### src/rtl/n1_pbus_arb_pkg.sv
// Shared types and helpers for the N1 program-bus arbiter.
package n1_pbus_arb_pkg;

   typedef enum logic [1:0] {
      ST_IDLE = 2'd0,
      ST_GNT0 = 2'd1,
      ST_GNT1 = 2'd2
   } arb_state_t;

   localparam int OSTD_CNT_WIDTH = 3;

   // last: 0 = req0 was granted last, 1 = req1 was granted last
   function automatic arb_state_t next_grant(input logic cyc0,
                                             input logic cyc1,
                                             input logic last);
      arb_state_t gnt;
      gnt = ST_IDLE;
      if (cyc0 && cyc1) begin
         gnt = last ? ST_GNT0 : ST_GNT1;
      end else if (cyc0) begin
         gnt = ST_GNT0;
      end else if (cyc1) begin
         gnt = ST_GNT1;
      end
      return gnt;
   endfunction

endpackage

### src/rtl/n1_pbus_arb_if.sv
// Requester and pbus signal bundle; master = arbiter side, slave = requesters plus pbus target.
interface n1_pbus_arb_if #(
   parameter int ADR_WIDTH = 14,
   parameter int DAT_WIDTH = 16
);
   logic                 req0_cyc_i;
   logic                 req0_stb_i;
   logic                 req0_we_i;
   logic [ADR_WIDTH-1:0] req0_adr_i;
   logic [DAT_WIDTH-1:0] req0_dat_i;
   logic                 req0_ack_o;
   logic                 req0_err_o;
   logic                 req0_stall_o;

   logic                 req1_cyc_i;
   logic                 req1_stb_i;
   logic                 req1_we_i;
   logic [ADR_WIDTH-1:0] req1_adr_i;
   logic [DAT_WIDTH-1:0] req1_dat_i;
   logic                 req1_ack_o;
   logic                 req1_err_o;
   logic                 req1_stall_o;

   logic                 pbus_cyc_o;
   logic                 pbus_stb_o;
   logic                 pbus_we_o;
   logic [ADR_WIDTH-1:0] pbus_adr_o;
   logic [DAT_WIDTH-1:0] pbus_dat_o;
   logic                 pbus_ack_i;
   logic                 pbus_err_i;
   logic                 pbus_stall_i;

   modport master (
      input  req0_cyc_i, req0_stb_i, req0_we_i, req0_adr_i, req0_dat_i,
      output req0_ack_o, req0_err_o, req0_stall_o,
      input  req1_cyc_i, req1_stb_i, req1_we_i, req1_adr_i, req1_dat_i,
      output req1_ack_o, req1_err_o, req1_stall_o,
      output pbus_cyc_o, pbus_stb_o, pbus_we_o, pbus_adr_o, pbus_dat_o,
      input  pbus_ack_i, pbus_err_i, pbus_stall_i
   );

   modport slave (
      output req0_cyc_i, req0_stb_i, req0_we_i, req0_adr_i, req0_dat_i,
      input  req0_ack_o, req0_err_o, req0_stall_o,
      output req1_cyc_i, req1_stb_i, req1_we_i, req1_adr_i, req1_dat_i,
      input  req1_ack_o, req1_err_o, req1_stall_o,
      input  pbus_cyc_o, pbus_stb_o, pbus_we_o, pbus_adr_o, pbus_dat_o,
      output pbus_ack_i, pbus_err_i, pbus_stall_i
   );
endinterface

### src/rtl/n1_pbus_ostd_cnt.sv
// Saturating up/down count of accepted-but-unanswered pbus strobes.
// Latency: count updates one cycle after inc/dec/clr; full/empty are decoded from the register.
// Backpressure: none inside; the owner stops strobing on full.
module n1_pbus_ostd_cnt
   import n1_pbus_arb_pkg::*;
#(
   parameter int MAX_OSTD = 2
) (
   input  logic                      clk_i,
   input  logic                      sync_rst_i,
   input  logic                      clr,
   input  logic                      inc,
   input  logic                      dec,
   output logic [OSTD_CNT_WIDTH-1:0] cnt,
   output logic                      full,
   output logic                      empty
);

   localparam logic [OSTD_CNT_WIDTH-1:0] MAX_C = OSTD_CNT_WIDTH'(MAX_OSTD);

   assign full  = (cnt == MAX_C);
   assign empty = (cnt == '0);

   // Simultaneous inc and dec cancel; a response with nothing outstanding is dropped
   always_ff @(posedge clk_i) begin
      if (sync_rst_i || clr) begin
         cnt <= '0;
      end else if (inc && !dec && !full) begin
         cnt <= cnt + 1'b1;
      end else if (dec && !inc && !empty) begin
         cnt <= cnt - 1'b1;
      end
   end

endmodule

### src/rtl/n1_pbus_arb.sv
// Round-robin arbiter sharing the pipelined pbus between instruction fetch (req0) and data I/O (req1).
// Latency: grant one cycle after cyc rises, one IDLE bubble between owners; address/data/strobe muxed combinationally.
// Backpressure: owner stall = pbus stall or outstanding limit reached; the non-owner is always stalled.
module n1_pbus_arb
   import n1_pbus_arb_pkg::*;
#(
   parameter int ADR_WIDTH = 14,
   parameter int DAT_WIDTH = 16,
   parameter int MAX_OSTD  = 2
) (
   input  logic                      clk_i,
   input  logic                      sync_rst_i,
   n1_pbus_arb_if.master             bus,
   output logic [1:0]                prb_arb_state_o,
   output logic [OSTD_CNT_WIDTH-1:0] prb_arb_ostd_o
);

   arb_state_t state_q, state_d;
   logic       last_q;

   logic                      ostd_full, ostd_empty, ostd_clr, ostd_inc, ostd_dec;
   logic [OSTD_CNT_WIDTH-1:0] ostd_cnt;

   logic                 cyc_mux, stb_mux, we_mux;
   logic [ADR_WIDTH-1:0] adr_mux;
   logic [DAT_WIDTH-1:0] dat_mux;
   logic                 stall0, stall1, ack0, ack1, err0, err1;

   always_ff @(posedge clk_i) begin
      if (sync_rst_i) begin
         state_q <= ST_IDLE;
         last_q  <= 1'b1;
      end else begin
         state_q <= state_d;
         if (state_q == ST_IDLE && state_d == ST_GNT0) begin
            last_q <= 1'b0;
         end else if (state_q == ST_IDLE && state_d == ST_GNT1) begin
            last_q <= 1'b1;
         end
      end
   end

   always_comb begin
      state_d = state_q;
      cyc_mux = 1'b0;
      stb_mux = 1'b0;
      we_mux  = bus.req0_we_i;
      adr_mux = bus.req0_adr_i;
      dat_mux = bus.req0_dat_i;
      stall0  = 1'b1;
      stall1  = 1'b1;
      ack0    = 1'b0;
      ack1    = 1'b0;
      err0    = 1'b0;
      err1    = 1'b0;
      unique case (state_q)
         ST_IDLE: begin
            state_d = next_grant(bus.req0_cyc_i, bus.req1_cyc_i, last_q);
         end
         ST_GNT0: begin
            if (!bus.req0_cyc_i) state_d = ST_IDLE;
            cyc_mux = bus.req0_cyc_i;
            stb_mux = bus.req0_stb_i & ~ostd_full;
            stall0  = bus.pbus_stall_i | ostd_full;
            ack0    = bus.pbus_ack_i;
            err0    = bus.pbus_err_i;
         end
         ST_GNT1: begin
            if (!bus.req1_cyc_i) state_d = ST_IDLE;
            cyc_mux = bus.req1_cyc_i;
            stb_mux = bus.req1_stb_i & ~ostd_full;
            we_mux  = bus.req1_we_i;
            adr_mux = bus.req1_adr_i;
            dat_mux = bus.req1_dat_i;
            stall1  = bus.pbus_stall_i | ostd_full;
            ack1    = bus.pbus_ack_i;
            err1    = bus.pbus_err_i;
         end
         default: begin
            state_d = ST_IDLE;
         end
      endcase
   end

   // Owner dropping cyc abandons whatever is still in flight
   assign ostd_clr = (state_q == ST_GNT0 && !bus.req0_cyc_i) ||
                     (state_q == ST_GNT1 && !bus.req1_cyc_i);
   assign ostd_inc = stb_mux & ~bus.pbus_stall_i;
   assign ostd_dec = bus.pbus_ack_i | bus.pbus_err_i;

   n1_pbus_ostd_cnt #(
      .MAX_OSTD (MAX_OSTD)
   ) u_ostd_cnt (
      .clk_i      (clk_i),
      .sync_rst_i (sync_rst_i),
      .clr        (ostd_clr),
      .inc        (ostd_inc),
      .dec        (ostd_dec),
      .cnt        (ostd_cnt),
      .full       (ostd_full),
      .empty      (ostd_empty)
   );

   assign bus.pbus_cyc_o   = cyc_mux;
   assign bus.pbus_stb_o   = stb_mux;
   assign bus.pbus_we_o    = we_mux;
   assign bus.pbus_adr_o   = adr_mux;
   assign bus.pbus_dat_o   = dat_mux;
   assign bus.req0_stall_o = stall0;
   assign bus.req1_stall_o = stall1;
   assign bus.req0_ack_o   = ack0;
   assign bus.req1_ack_o   = ack1;
   assign bus.req0_err_o   = err0;
   assign bus.req1_err_o   = err1;

   assign prb_arb_state_o = state_q;
   assign prb_arb_ostd_o  = ostd_cnt;

`ifdef FORMAL
   a_no_resp_underflow: assert property (@(posedge clk_i) disable iff (sync_rst_i)
      (state_q != ST_IDLE && ostd_dec) |-> !ostd_empty);
`endif

endmodule
### src/flat_wrapper.sv
// flat-port wrapper written by rule: the top's interface ports become plain ports
module n1_pbus_arb_flat import n1_pbus_arb_pkg::*;
#(
   parameter int ADR_WIDTH = 14,
   parameter int DAT_WIDTH = 16,
   parameter int MAX_OSTD  = 2
)
  (clk_i, sync_rst_i, prb_arb_state_o, prb_arb_ostd_o, bus_req0_cyc_i, bus_req0_stb_i, bus_req0_we_i, bus_req0_adr_i, bus_req0_dat_i, bus_req0_ack_o, bus_req0_err_o, bus_req0_stall_o, bus_req1_cyc_i, bus_req1_stb_i, bus_req1_we_i, bus_req1_adr_i, bus_req1_dat_i, bus_req1_ack_o, bus_req1_err_o, bus_req1_stall_o, bus_pbus_cyc_o, bus_pbus_stb_o, bus_pbus_we_o, bus_pbus_adr_o, bus_pbus_dat_o, bus_pbus_ack_i, bus_pbus_err_i, bus_pbus_stall_i);
  n1_pbus_arb_if #(.ADR_WIDTH(ADR_WIDTH), .DAT_WIDTH(DAT_WIDTH)) bus_i ();
  input  logic clk_i;
  input  logic sync_rst_i;
  output logic [1:0] prb_arb_state_o;
  output logic [OSTD_CNT_WIDTH-1:0] prb_arb_ostd_o;
  input wire logic [$bits(bus_i.req0_cyc_i)-1:0] bus_req0_cyc_i;
  input wire logic [$bits(bus_i.req0_stb_i)-1:0] bus_req0_stb_i;
  input wire logic [$bits(bus_i.req0_we_i)-1:0] bus_req0_we_i;
  input wire logic [$bits(bus_i.req0_adr_i)-1:0] bus_req0_adr_i;
  input wire logic [$bits(bus_i.req0_dat_i)-1:0] bus_req0_dat_i;
  output wire logic [$bits(bus_i.req0_ack_o)-1:0] bus_req0_ack_o;
  output wire logic [$bits(bus_i.req0_err_o)-1:0] bus_req0_err_o;
  output wire logic [$bits(bus_i.req0_stall_o)-1:0] bus_req0_stall_o;
  input wire logic [$bits(bus_i.req1_cyc_i)-1:0] bus_req1_cyc_i;
  input wire logic [$bits(bus_i.req1_stb_i)-1:0] bus_req1_stb_i;
  input wire logic [$bits(bus_i.req1_we_i)-1:0] bus_req1_we_i;
  input wire logic [$bits(bus_i.req1_adr_i)-1:0] bus_req1_adr_i;
  input wire logic [$bits(bus_i.req1_dat_i)-1:0] bus_req1_dat_i;
  output wire logic [$bits(bus_i.req1_ack_o)-1:0] bus_req1_ack_o;
  output wire logic [$bits(bus_i.req1_err_o)-1:0] bus_req1_err_o;
  output wire logic [$bits(bus_i.req1_stall_o)-1:0] bus_req1_stall_o;
  output wire logic [$bits(bus_i.pbus_cyc_o)-1:0] bus_pbus_cyc_o;
  output wire logic [$bits(bus_i.pbus_stb_o)-1:0] bus_pbus_stb_o;
  output wire logic [$bits(bus_i.pbus_we_o)-1:0] bus_pbus_we_o;
  output wire logic [$bits(bus_i.pbus_adr_o)-1:0] bus_pbus_adr_o;
  output wire logic [$bits(bus_i.pbus_dat_o)-1:0] bus_pbus_dat_o;
  input wire logic [$bits(bus_i.pbus_ack_i)-1:0] bus_pbus_ack_i;
  input wire logic [$bits(bus_i.pbus_err_i)-1:0] bus_pbus_err_i;
  input wire logic [$bits(bus_i.pbus_stall_i)-1:0] bus_pbus_stall_i;
  assign bus_i.req0_cyc_i = bus_req0_cyc_i;
  assign bus_i.req0_stb_i = bus_req0_stb_i;
  assign bus_i.req0_we_i = bus_req0_we_i;
  assign bus_i.req0_adr_i = bus_req0_adr_i;
  assign bus_i.req0_dat_i = bus_req0_dat_i;
  assign bus_req0_ack_o = bus_i.req0_ack_o;
  assign bus_req0_err_o = bus_i.req0_err_o;
  assign bus_req0_stall_o = bus_i.req0_stall_o;
  assign bus_i.req1_cyc_i = bus_req1_cyc_i;
  assign bus_i.req1_stb_i = bus_req1_stb_i;
  assign bus_i.req1_we_i = bus_req1_we_i;
  assign bus_i.req1_adr_i = bus_req1_adr_i;
  assign bus_i.req1_dat_i = bus_req1_dat_i;
  assign bus_req1_ack_o = bus_i.req1_ack_o;
  assign bus_req1_err_o = bus_i.req1_err_o;
  assign bus_req1_stall_o = bus_i.req1_stall_o;
  assign bus_pbus_cyc_o = bus_i.pbus_cyc_o;
  assign bus_pbus_stb_o = bus_i.pbus_stb_o;
  assign bus_pbus_we_o = bus_i.pbus_we_o;
  assign bus_pbus_adr_o = bus_i.pbus_adr_o;
  assign bus_pbus_dat_o = bus_i.pbus_dat_o;
  assign bus_i.pbus_ack_i = bus_pbus_ack_i;
  assign bus_i.pbus_err_i = bus_pbus_err_i;
  assign bus_i.pbus_stall_i = bus_pbus_stall_i;
  n1_pbus_arb #(.ADR_WIDTH(ADR_WIDTH), .DAT_WIDTH(DAT_WIDTH), .MAX_OSTD(MAX_OSTD)) u_core (.clk_i(clk_i), .sync_rst_i(sync_rst_i), .bus(bus_i), .prb_arb_state_o(prb_arb_state_o), .prb_arb_ostd_o(prb_arb_ostd_o));
endmodule
### config.mk
export PLATFORM = sky130hd
export DESIGN_NAME = n1_pbus_arb_flat
export DESIGN_NICKNAME = d
export VERILOG_FILES = /design/src/rtl/n1_pbus_arb_pkg.sv /design/src/rtl/n1_pbus_arb_if.sv /design/src/rtl/n1_pbus_ostd_cnt.sv /design/src/rtl/n1_pbus_arb.sv /design/src/flat_wrapper.sv
export SDC_FILE = /design/constraint.sdc
export NUM_CORES = 1
export LEC_CHECK = 0
export ABC_AREA = 0
export BUFFER_PORTS_ARGS = -buffer_cell sky130_fd_sc_hd__buf_4
export CELL_PAD_IN_SITES_DETAIL_PLACEMENT = 1
export CELL_PAD_IN_SITES_GLOBAL_PLACEMENT = 2
export CORE_MARGIN = 2
export CORE_UTILIZATION = 16
export CTS_CLUSTER_SIZE = 16
export DETAILED_ROUTE_END_ITERATION = 7
export PLACE_DENSITY_LB_ADDON = 0.1
export SLEW_MARGIN = 15
export SYNTH_ARGS = -nofsm -noshare
export SYNTH_HDL_FRONTEND = slang
export SYNTH_SLANG_ARGS = --single-unit
### constraint.sdc
create_clock -name clk_i -period 3.3 [get_ports clk_i]
set_input_delay 0.66 -clock clk_i [delete_from_list [all_inputs] [get_ports clk_i]]
set_output_delay 0.66 -clock clk_i [all_outputs]
set_load 0.01 [all_outputs]
* Word-level counts from Yosys, hierarchy flattened
Cells that the tools add are included.
Cells by class: $add $sub $neg 2, equality and inequality tests 5, mux-type cells 22, bitwise operators 7, reduce and logical (&&, ||, !) cells 21
Operators with widths (number):
- two-way mux 16 bit | 1
- two-way mux 14 bit | 1
- two-way mux 2 bit | 6
- logical AND 1 bit | 9
- two-way mux 1 bit | 9
- zero test 1 bit | 6
- two-way mux 3 bit | 2
- one-hot mux 2 bit (3 select lines) | 1
- equality test 2 x 1 -> 1 bit, second input constant | 2
- equality test 2 bit, second input constant | 2
- one-hot mux 1 bit (2 select lines) | 2
- nonzero test 2 bit | 2
- adder 3 x 1 -> 3 bit, second input constant | 1
- AND 1 bit | 3
- equality test 3 x 2 -> 1 bit, second input constant | 1
- zero test 3 bit | 1
- subtractor 3 x 1 -> 3 bit, second input constant | 1
- zero test 2 bit | 1
- logical OR 1 bit | 2
- inverter 1 bit | 2
- OR 1 bit | 2
Storage, ports and cells: register bits 6, bits of input ports 71, output and inout port bits 44, word-level logic and storage cells 60

* Depth between registers and ports, before layout
Gate-level depths: netlist (run 1).
depth in word-level cells 10, gate-level depth with buffers 9, mapped depth without buffers 9

* Cells and area by module
A second synthesis (run 1) with hierarchy kept.
Second synthesis, totals: cells, all modules 102, area total of the unflattened synthesis 934.6 um^2
Modules (own cells, without submodules):
- n1_pbus_arb | times used 1, cells an instance 78, area an instance 706.9 um^2, sequential area each 60.1 um^2
- n1_pbus_ostd_cnt | times used 1, cells an instance 24, area an instance 227.7 um^2, sequential area each 60.1 um^2

* Worst setup path before layout (run 1)
Ideal clock, no wire load.
kind reg2reg, from register u_core.state_q[0] (netlist: u_core.prb_arb_state_o[0]), to register u_core.u_ostd_cnt.cnt[1], library setup time 74 ps, arrival 2147 ps, data required time 3226 ps, slack 1079 ps, stages on the path, launching flop included 10, path buffers 0, period minus slack after synthesis 2221 ps, path through dfxtp_1 -> inv_1 -> ha_1 -> mux2_4 -> and2_2 -> nand3_2 -> fa_1 -> mux2i_1 -> or3_1 -> a31oi_1
On the way: longest elaborated chain between the ends 7, elaborated cells on any way between the ends 15, those cells by class 2 x eq/ne; 2 x mux; 1 x bitwise; 10 x reduce/logical
RTL lines:
- start, declared | line n1_pbus_arb.sv:18 | arb_state_t state_q, state_d;
- start signal, assigned | line n1_pbus_arb.sv:34 | state_q <= state_d;
- equality test 2 bit / equality test 2 x 1 -> 1 bit (equally long branches) | line n1_pbus_arb.sv:56, n1_pbus_arb.sv:87, n1_pbus_arb.sv:86
- one-hot mux 1 bit (2 select lines) | line n1_pbus_arb.sv:56 | unique case (state_q)
- AND 1 bit | line n1_pbus_arb.sv:88 | assign ostd_inc = stb_mux & ~bus.pbus_stall_i;
- zero test 1 bit | line n1_pbus_ostd_cnt.sv:30 | end else if (dec && !inc && !empty) begin
- logical AND 1 bit (2 in a row) | line n1_pbus_ostd_cnt.sv:30
- nonzero test 2 bit (no source line)
- end signal, assigned | line n1_pbus_ostd_cnt.sv:29 | cnt <= cnt + 1'b1;
- end signal, assigned | line n1_pbus_ostd_cnt.sv:31 | cnt <= cnt - 1'b1;
- end, declared | line n1_pbus_ostd_cnt.sv:14 | output logic [OSTD_CNT_WIDTH-1:0] cnt,
Several ways; a longest one is shown, not always the timed one. A chain may end at the register's enable or synchronous reset.

* Worst setup path after layout (run 1)
from register u_core.state_q[0] (netlist: u_core.prb_arb_state_o[0]), to output port bus_pbus_stb_o
On the way: longest elaborated chain between the ends 2, elaborated cells on any way between the ends 3, those cells by class 2 x eq/ne; 1 x mux
RTL lines:
- equality test 2 bit / equality test 2 x 1 -> 1 bit (equally long branches) | line n1_pbus_arb.sv:56
- one-hot mux 1 bit (2 select lines) * | line n1_pbus_arb.sv:56
- end, declared | line flat_wrapper.sv:31 | output wire logic [$bits(bus_i.pbus_stb_o)-1:0] bus_pbus_stb_o;
Every way passes the cells marked *; elsewhere a longest branch is shown, timed or not.

==> impl_metrics.yaml, run 1 <==
final_layout:
  antenna_cells: 0
  syn2layout_area_growth_pct: 106
  drive_gt1_share_pct: 71.5
  nNetsFinal: 292
  fill_cells: 679
floorplanning:
  ios: 115
  dieArea_sq_um: 6410
  die_y_um: 80.1
  core_area_sq_um: 5540
  initial_core_util_pct: 16.7
  rows: 27
  die_w_um: 80.1
logic_synthesis:
  seq_area_frac_synth_pct: 13.0
  ys_types: 36
  synth_seq_cells: 6
  ys_warn_count: 0
  synthFlopType: "dfxtp_1"
  syn_area_sq_um: 926
  syn_inst: 99
  synthArstFlopShare_pct: 0
  synth_area_per_cell_sq_um: 9.35
  syn_nets: 175
  synth-edff-count: 0
detailed_routing:
  ant_nets: 0
  first_pass_iters: 4
  via_per_inst: 4.46
  drc_errors: 0
  wl_um: 4150
  via_count: 1275
  wl_per_cell_um: 14.5
  drt-initial-drc-count: 32
worst_setup_path:
  worstSetupEndpoint: "bus_pbus_stb_o"
  critPathRequiredTime_ps: 2640
  cp.arrival_ps: 1850
  worst-setup-path-type: "register to output port"
  worstSetupStartpointType: "register"
  worstSetupStartpoint: "u_core.prb_arb_state_o[0]$_SDFF_PP0_"
  r2r-start: "u_core.prb_arb_state_o[0]$_SDFF_PP0_"
  critical_path.slowest_cell: "dfxtp_1"
  cp_slowest_stage_delay_ps: 420
  rr_endpoint: "u_core.u_ostd_cnt.cnt[2]$_SDFFE_PP0P_"
  reg2reg_depth: 8
  critPathMaxFanout: 6
  r2r_slack_ps: 920
  end_kind: "output port"
  crit_chain: "inv_1 -> ha_1 -> mux2_4 -> and2_2 -> a21boi_0 -> buf_4"
global_route:
  grt_util_met3_pct: 4.38
  antenna_found_initial: 0
  groute.layer.met2.usage_pct: 24.4
  grt_use_met1_pct: 13.1
  grt_pass1_vias: 1430
  globalRouteTotalUtil_pct: 12.6
  grt_pass1_wl_um: 6420
  grt_max_degree: 21
  busiest_layer: "met2"
  grt_overflow: 0
min_path:
  hold_path_class: "register to register"
timing:
  setup_viol: 0
  min_period_ps: 2510
  tns_ps: 0
  fin_skew_ps: 0.415
  rsz0062_at_grt: "false"
  worstMarginPinSlew_ps: 385
  final-hold-violation-count: 0
  relSlewSlack_pct: 74.3
  fmax_mhz: 398
  final_max_slew_viol_count: 0
  min_period_over_period_pct: 76.1
cts:
  cts_made_buffers: 3
  htree_num_levels: 1
  post_cts_resized: 0
  clock_latency_ps: 220
  root_buffer: "clkbuf_8"
  holdBufCountCts: 0
  cts_max_path_buffers: 2
  cts_tree: "yes"
  post_cts_buffers: 0
  cts.sinks: 6
  clkTransAtPathRegs_ps: 40
placement:
  hpwl_um: 3660
  io_buffers: 114
  place.gp.congestion: 0.764
outcome:
  status: "completed"
pwr:
  power_mw: 0.526
  p_clk_share_pct: 20.8
  pwr-share-seq_pct: 20.4
  p_int_mw: 0.345
  max-vdd-ir-drop_v: 0.000169
  sw_frac_of_total_pct: 34.3
  power.density_nw_per_um2: 275
  power.switching_mw: 0.181
  p_leak_nw: 0.924
  combPwrFrac_pct: 58.9
flow_run:
  maxCapViolCount: 0
[logic make-up after synthesis]
logic type	synth area share, %
AO/OA/AOI/OAI	15.4
XOR/XNOR	1.89
adder cells (fa/ha/maj)	7.57
buffers and inverters	3.65
flip-flops	13.0
multiplexers	40.4
AND/OR/NAND/NOR	18.1
[power by group through the flow]
stage | logic, mW | clock network (mW) | registers [mW]
CTS | 0.314 | 0.116 | 0.107
floorplan | 0.148 | 0 | 0.107
global route | 0.339 | 0.122 | 0.110
global placement | 0.307 | 0 | 0.107
detailed placement | 0.313 | 0 | 0.109
finish | 0.310 | 0.109 | 0.107
[stage by stage]
stage | utilization (%) | cell area [sq um] | hold WS [ps] | setup slack [ps] | std cells
finish | 34.5 | 1910 | 526 | 787 | 286
global route | 34.5 | 1910 | 556 | 704 | 286
CTS | 34.5 | 1910 | 531 | 763 | 286
detailed placement | 33.7 | 1870 | 521 | 941 | 283
global placement | 33.7 | 1870 | 500 | 1030 | 283
floorplan | - | 926 | 479 | 1080 | 99
[placed cells by master (no fill, tap or decap), types with 2 or more instances in the layout]
cell / n
o21ai_0: 2
and2_1: 5
mux2_1: 4
or3b_1: 2
nor2_2: 2
inv_1: 4
a31oi_1: 4
buf_4: 116
clkbuf_8: 3
dfxtp_1: 6
mux2_2: 27
a21oi_1: 3
a32oi_1: 3
ha_1: 4
nor3_1: 3
nor2_1: 3
nand2_1: 4
[worst min path at each step]
stage | from | endpoint | slack, ps | cells after the start
after floorplan | u_core.last_q$_SDFFE_PP1P_ | u_core.last_q$_SDFFE_PP1P_ | 480 | 2
after global placement | u_core.last_q$_SDFFE_PP1P_ | u_core.last_q$_SDFFE_PP1P_ | 500 | 2
after detailed placement | u_core.last_q$_SDFFE_PP1P_ | u_core.last_q$_SDFFE_PP1P_ | 520 | 2
after CTS | u_core.last_q$_SDFFE_PP1P_ | u_core.last_q$_SDFFE_PP1P_ | 530 | 2
after global routing | u_core.last_q$_SDFFE_PP1P_ | u_core.last_q$_SDFFE_PP1P_ | 560 | 2
final | u_core.last_q$_SDFFE_PP1P_ | u_core.last_q$_SDFFE_PP1P_ | 530 | 2
[registers in the layout, summed over array words and instances, names as in the netlist]
name and count:
u_core.u_ostd_cnt.cnt 3, u_core.prb_arb_state_o 2, u_core.last_q 1
[area by class of cell]
cell class                 instances  area (sq um)  area share [%]
clock buffer                       3          41.3            2.16
inverter                           4          15.0           0.786
multi-input combinational         85           772            40.4
sequential                         6           120            6.29
tap                               72          90.1            4.72
timing repair buffer             116           871            45.6
[cell usage after synthesis, types with 2 or more instances]
cell	instances	share of area (%)
nor3_1	3	1.6
nor2_1	3	1.2
a31oi_1	4	2.7
and2_1	5	3.4
mux2_1	4	4.9
ha_1	4	5.4
nand2_1	4	1.6
a32oi_1	3	2.8
or3b_1	2	1.9
a21oi_1	3	1.6
buf_2	3	1.6
o21ai_0	2	1.1
mux2_2	27	33
dfxtp_1	6	13
inv_1	4	1.6
nor2_2	2	1.4
[critical path, delay by kind of cell, from the launching register on]
family | cells | cell delay (ps)
compound gates | 1 | 140
simple gates | 1 | 220
mux | 1 | 330
buf+inv | 2 | 270
flops | 1 | 420
fa+ha+maj | 1 | 250
[layer usage]
layer / part of all wire [%] / vias to the layer above
li1: - / 600
met1: 35 / 599
met2: 55 / 72
met3: 8.9 / 4
met4: 0.70 / 0
met5: 0 / -
Power figures use the tool's default switching activity.
==> run 2, diff against run 1 <==
- CORE_UTILIZATION: 16 -> 15
- clock period: 3.3 -> 2.4 ns (I/O delays scaled with it)
==> run 2 against run 1 <==
First-iteration DRC count down 19%; sequential power up 37%; final area up 1.2%; wire length up 3.7%; largest power group unchanged; critical endpoint is now bus_pbus_dat_o[4].
==> impl_metrics.yaml, run 2 (synthesis results as in run 1) <==
outcome:
  status: "completed"
final_layout:
  layout_common_cells: "buf_4, mux2_2, dfxtp_1"
  final_area_sq_um: 1930
  layout_commonest_cell: "buf_4"
  fill_cells: 727
  stdcell_count: 291
  syn2layout_area_growth_pct: 109
  largest_reg_flops: 3
  drive_gt1_share_pct: 71.8
  antenna_cells: 0
  regMostFlops: "u_core.u_ostd_cnt.cnt"
  nNetsFinal: 294
  finish.utilization_pct: 32.4
detailed_routing:
  wl_um: 4300
  ant_nets: 0
  drt-initial-drc-count: 26
  first_pass_iters: 2
  via_count: 1269
  via_per_inst: 4.36
  drc_errors: 0
  wl_per_cell_um: 14.8
cts:
  clkTransAtPathRegs_ps: 40
  cts_max_path_buffers: 2
  cts_made_buffers: 3
  holdBufCountCts: 0
  root_buffer: "clkbuf_8"
  cts_tree: "yes"
  cts.sinks: 6
  clock_latency_ps: 220
  htree_num_levels: 1
global_route:
  grt_pass1_vias: 1365
  grt_overflow: 0
  antenna_found_initial: 0
  grt_pass1_wl_um: 6310
  grt_max_degree: 38
  globalRouteTotalUtil_pct: 11.8
placement:
  dpl_worst_slack_ps: 198
  placed_area_sq_um: 1890
  io_buffers: 114
  hpwl_um: 3760
  placed_cells: 288
  place.gp.congestion: 0.754
flow_run:
  maxCapViolCount: 0
worst_setup_path:
  cp_slowest_stage_delay_ps: 410
  path_buf_inv: 2
  cp.arrival_ps: 1750
  worstSetupStartpointType: "register"
  cpLargestDelayFamily: "buffers and inverters"
  worst-setup-path-type: "register to output port"
  end_kind: "output port"
  critical_path.slowest_cell: "dfxtp_1"
  crit_chain: "ha_1 -> buf_6 -> mux2_2 -> buf_4"
  critPathRequiredTime_ps: 1920
  critPathMaxFanout: 37
pwr:
  max-vdd-ir-drop_v: 0.000234
  p_int_mw: 0.480
  p_clk_share_pct: 20.3
  power_mw: 0.730
  power.switching_mw: 0.250
  p_leak_nw: 0.935
  pwr-share-seq_pct: 20.1
  combPwrFrac_pct: 59.6
  power.density_nw_per_um2: 378
  sw_frac_of_total_pct: 34.3
timing:
  worst_slack_ps: 175
  tns_ps: 0
  fin_skew_ps: 3.37
  relSlewSlack_pct: 72.6
  min_period_over_period_pct: 92.7
  rsz0062_at_grt: "false"
  min_period_ps: 2230
  final_max_slew_viol_count: 0
  final-hold-violation-count: 0
  worst_hold_slack_ps: 457
  setup_viol: 0
  fmax_mhz: 449
  worstMarginPinSlew_ps: 410
floorplanning:
  die_w_um: 82.6
  core_area_sq_um: 5960
  dieArea_sq_um: 6820
  ios: 115
  die_y_um: 82.6
  rows: 28
  initial_core_util_pct: 15.5
min_path:
  hold_path_class: "primary input to register"
[run 2: cell count changes in the layout (fill, tap and decap cells not counted)]
cell   previous run  this run
buf_4           116       117
buf_6             0         1
[run 2: timing repair]
item / CTS / global route
gates resized for setup: 0 / 1
endpoints found under the setup margin: 0 / 32
buffers inserted: 0 / 0
[run 2: layout make-up]
class                   count  area, sq um  area share (%)
clock buffers               3         41.3            2.14
inverters                   4         15.0           0.777
multi-input cells          85          772            40.0
flip-flops and latches      6          120            6.22
repair buffers            118          890            46.0
well taps                  75         93.8            4.86
[run 2: path summary, 6_finish.rpt]
| kind | start | endpoint | slack, ps | depth (start not counted) |
|---|---|---|---|---|
| min | sync_rst_i | u_core.prb_arb_state_o[0]$_SDFF_PP0_ | 460 | 2 |
| max reg2reg | u_core.prb_arb_state_o[1]$_SDFF_PP0_ | u_core.u_ostd_cnt.cnt[1]$_SDFFE_PP0P_ | 190 | 8 |
| max | u_core.prb_arb_state_o[1]$_SDFF_PP0_ | bus_pbus_dat_o[4] | 170 | 4 |
| min reg2reg | u_core.last_q$_SDFFE_PP1P_ | u_core.last_q$_SDFFE_PP1P_ | 540 | 2 |
[run 2: power groups by stage]
stage / registers, mW / logic [mW] / clock network, mW
finish: 0.147 / 0.435 / 0.148
global route: 0.151 / 0.474 / 0.164
global placement: 0.146 / 0.431 / 0
detailed placement: 0.148 / 0.441 / 0
floorplan: 0.147 / 0.203 / 0
CTS: 0.146 / 0.443 / 0.152
[run 2: layer usage]
metal	vias to the layer above	share of wire, %	track usage, %	routed length (um)
met5	-	0	0	0
met4	0	0.28	1.31	12
met3	2	9.4	4.67	403
met2	68	55	21.6	2370
met1	597	35	13.3	1520
li1	602	-	-	-
==> run 3, diff against run 2 <==
- SYNTH_HIERARCHICAL: default -> 1
==> run 3 against run 2 <==
The flow now finishes with violations (negative setup slack); sequential power is essentially flat; clock-buffer cell count grew 1; worst hold slack gained 2.8 ps; non-clock buffer count grew 4; worst setup slack lost 190 ps; die area grew 0.39%; total power grew 22%.
==> impl_metrics.yaml, run 3 <==
final_layout:
  stdcell_count: 298
  antenna_cells: 0
  syn2layout_area_growth_pct: 118
  finish.utilization_pct: 34.0
  layout_commonest_cell: "buf_4"
  layout_common_cells: "buf_4, mux2_2, nand2_1"
  largest_reg_flops: 3
  regMostFlops: "u_core/u_ostd_cnt/cnt"
  drive_gt1_share_pct: 78.0
  nNetsFinal: 301
timing:
  final-hold-violation-count: 0
  fin_skew_ps: 3.64
  setup_viol: 1
  fmax_mhz: 414
  relSlewSlack_pct: 71.6
  rsz0062_at_grt: "true"
  min_period_ps: 2410
  worst_slack_ps: -13.9
  final_max_slew_viol_count: 0
  worstMarginPinSlew_ps: 426
  min_period_over_period_pct: 101
placement:
  hpwl_um: 4130
  dpl_worst_slack_ps: -67.7
  io_buffers: 114
  placed_cells: 293
  place.gp.congestion: 0.734
logic_synthesis:
  syn_area_sq_um: 930
  synth_area_per_cell_sq_um: 9.20
  syn_inst: 101
  syn_nets: 178
  ys_warn_count: 6
global_route:
  grt_max_degree: 34
  grt_pass1_vias: 1249
  grt_pass1_wl_um: 6270
  antenna_found_initial: 0
  globalRouteTotalUtil_pct: 12.0
  grt_overflow: 0
detailed_routing:
  via_count: 1275
  drc_errors: 0
  via_per_inst: 4.28
  wl_um: 4760
  ant_nets: 0
  wl_per_cell_um: 16.0
  drt-initial-drc-count: 15
  first_pass_iters: 2
worst_setup_path:
  crit_chain: "inv_1 -> ha_4 -> nor3b_2 -> nor2b_4 -> or3b_4 -> fa_2 -> and3b_2 -> o221ai_2 -> o31ai_1"
  critPathMaxFanout: 3
  r2r_slack_ps: -10
  worstSetupStartpoint: "u_core/prb_arb_state_o[1]$_SDFF_PP0_"
  worstSetupEndpoint: "u_core/u_ostd_cnt/cnt[2]$_SDFFE_PP0P_"
  cp_slowest_stage_delay_ps: 390
  end_kind: "register"
  critical_path.slowest_cell: "or3b_4"
  cp.arrival_ps: 2520
  worstSetupStartpointType: "register"
  worst-setup-path-type: "register to register"
  critPathRequiredTime_ps: 2500
  reg2reg_depth: 9
  r2r-start: "u_core/prb_arb_state_o[1]$_SDFF_PP0_"
  rr_endpoint: "u_core/u_ostd_cnt/cnt[2]$_SDFFE_PP0P_"
outcome:
  violations: "negative setup slack"
  status: "finished, violations left"
pwr:
  power.density_nw_per_um2: 439
  max-vdd-ir-drop_v: 0.000204
  p_leak_nw: 0.968
cts:
  holdBufCountCts: 0
  cts_tree: "yes"
  cts_max_path_buffers: 2
  clock_latency_ps: 230
  root_buffer: "clkbuf_8"
  htree_num_levels: 1
  cts.sinks: 6
  cts_made_buffers: 3
  clkTransAtPathRegs_ps: 40
min_path:
  whs_path_depth: 2
  hold_path_class: "primary input to register"
floorplanning:
  ios: 115
  die_y_um: 82.7
  initial_core_util_pct: 15.6
  dieArea_sq_um: 6840
  core_area_sq_um: 5960
  rows: 28
  die_w_um: 82.7
flow_run:
  maxCapViolCount: 0
run 3: changes by cell type in the layout (fill, tap and decap cells not counted), sizes merged, moves of 3 or more:
cell,change
a31oi,-4
buf,+4
a32oi,-3
nand2,+3
nor3b,+3
run 3: layout make-up:
class | instances | area [sq um]
Fill cell | 719 | 3930
Timing Repair Buffer | 122 | 916
Multi-Input combinational cell | 87 | 825
Sequential cell | 6 | 128
Tap cell | 75 | 93.8
Clock buffer | 4 | 45.0
Inverter | 4 | 17.5
run 3: worst min path at each step:
| stage | start | endpoint | slack, ps |
|---|---|---|---|
| after floorplan | u_core/last_q$_SDFFE_PP1P_ | u_core/last_q$_SDFFE_PP1P_ | 520 |
| after global placement | u_core/u_ostd_cnt/cnt[2]$_SDFFE_PP0P_ | u_core/u_ostd_cnt/cnt[2]$_SDFFE_PP0P_ | 530 |
| after detailed placement | u_core/u_ostd_cnt/cnt[2]$_SDFFE_PP0P_ | u_core/u_ostd_cnt/cnt[2]$_SDFFE_PP0P_ | 540 |
| after CTS | sync_rst_i | u_core/prb_arb_state_o[1]$_SDFF_PP0_ | 460 |
| after global routing | sync_rst_i | u_core/prb_arb_state_o[1]$_SDFF_PP0_ | 470 |
| final | sync_rst_i | u_core/prb_arb_state_o[1]$_SDFF_PP0_ | 460 |
run 3: per-stage QoR:
step	hold slack [ps]	total power [mW]	cell area [sq um]	TNS (ps)
3_3_place_gp	529	0.690	1940	0
6_report	460	0.888	2020	-13.9
4_1_cts	460	0.909	2020	0
2_1_floorplan	521	0.418	968	-187
3_5_place_dp	538	0.714	1940	-67.7
5_1_grt	471	0.960	2020	-120
run 3: worst max-delay path: cells and delay by family (launching register included):
family | cells | cell delay [ps]
flops | 1 | 360
compound gates | 2 | 260
simple gates | 4 | 970
buf+inv | 1 | 80
fa+ha+maj | 2 | 620
run 3: what timing repair did:
item                       4_1_cts  5_1_grt
setup endpoints to repair        1        1
pin swaps                        1        0
gates resized for setup          5        0
cloned                           0        0
setup buffers                    1        0
run 3: routing by layer:
metal / global-route usage (%) / routed length, um / up-vias
li1: - / - / 612
met5: 0 / 0 / -
met2: 22.2 / 2370 / 69
met3: 3.37 / 584 / 2
met4: 1.97 / 19 / 0
met1: 13.8 / 1780 / 592
run 3: power breakdown:
group	switching (mW)	leakage, nW	internal, mW
combinational	0.247	0.894	0.327
clock	0.0514	0.0228	0.115
sequential	0.0223	0.0508	0.125
total	0.321	0.968	0.567
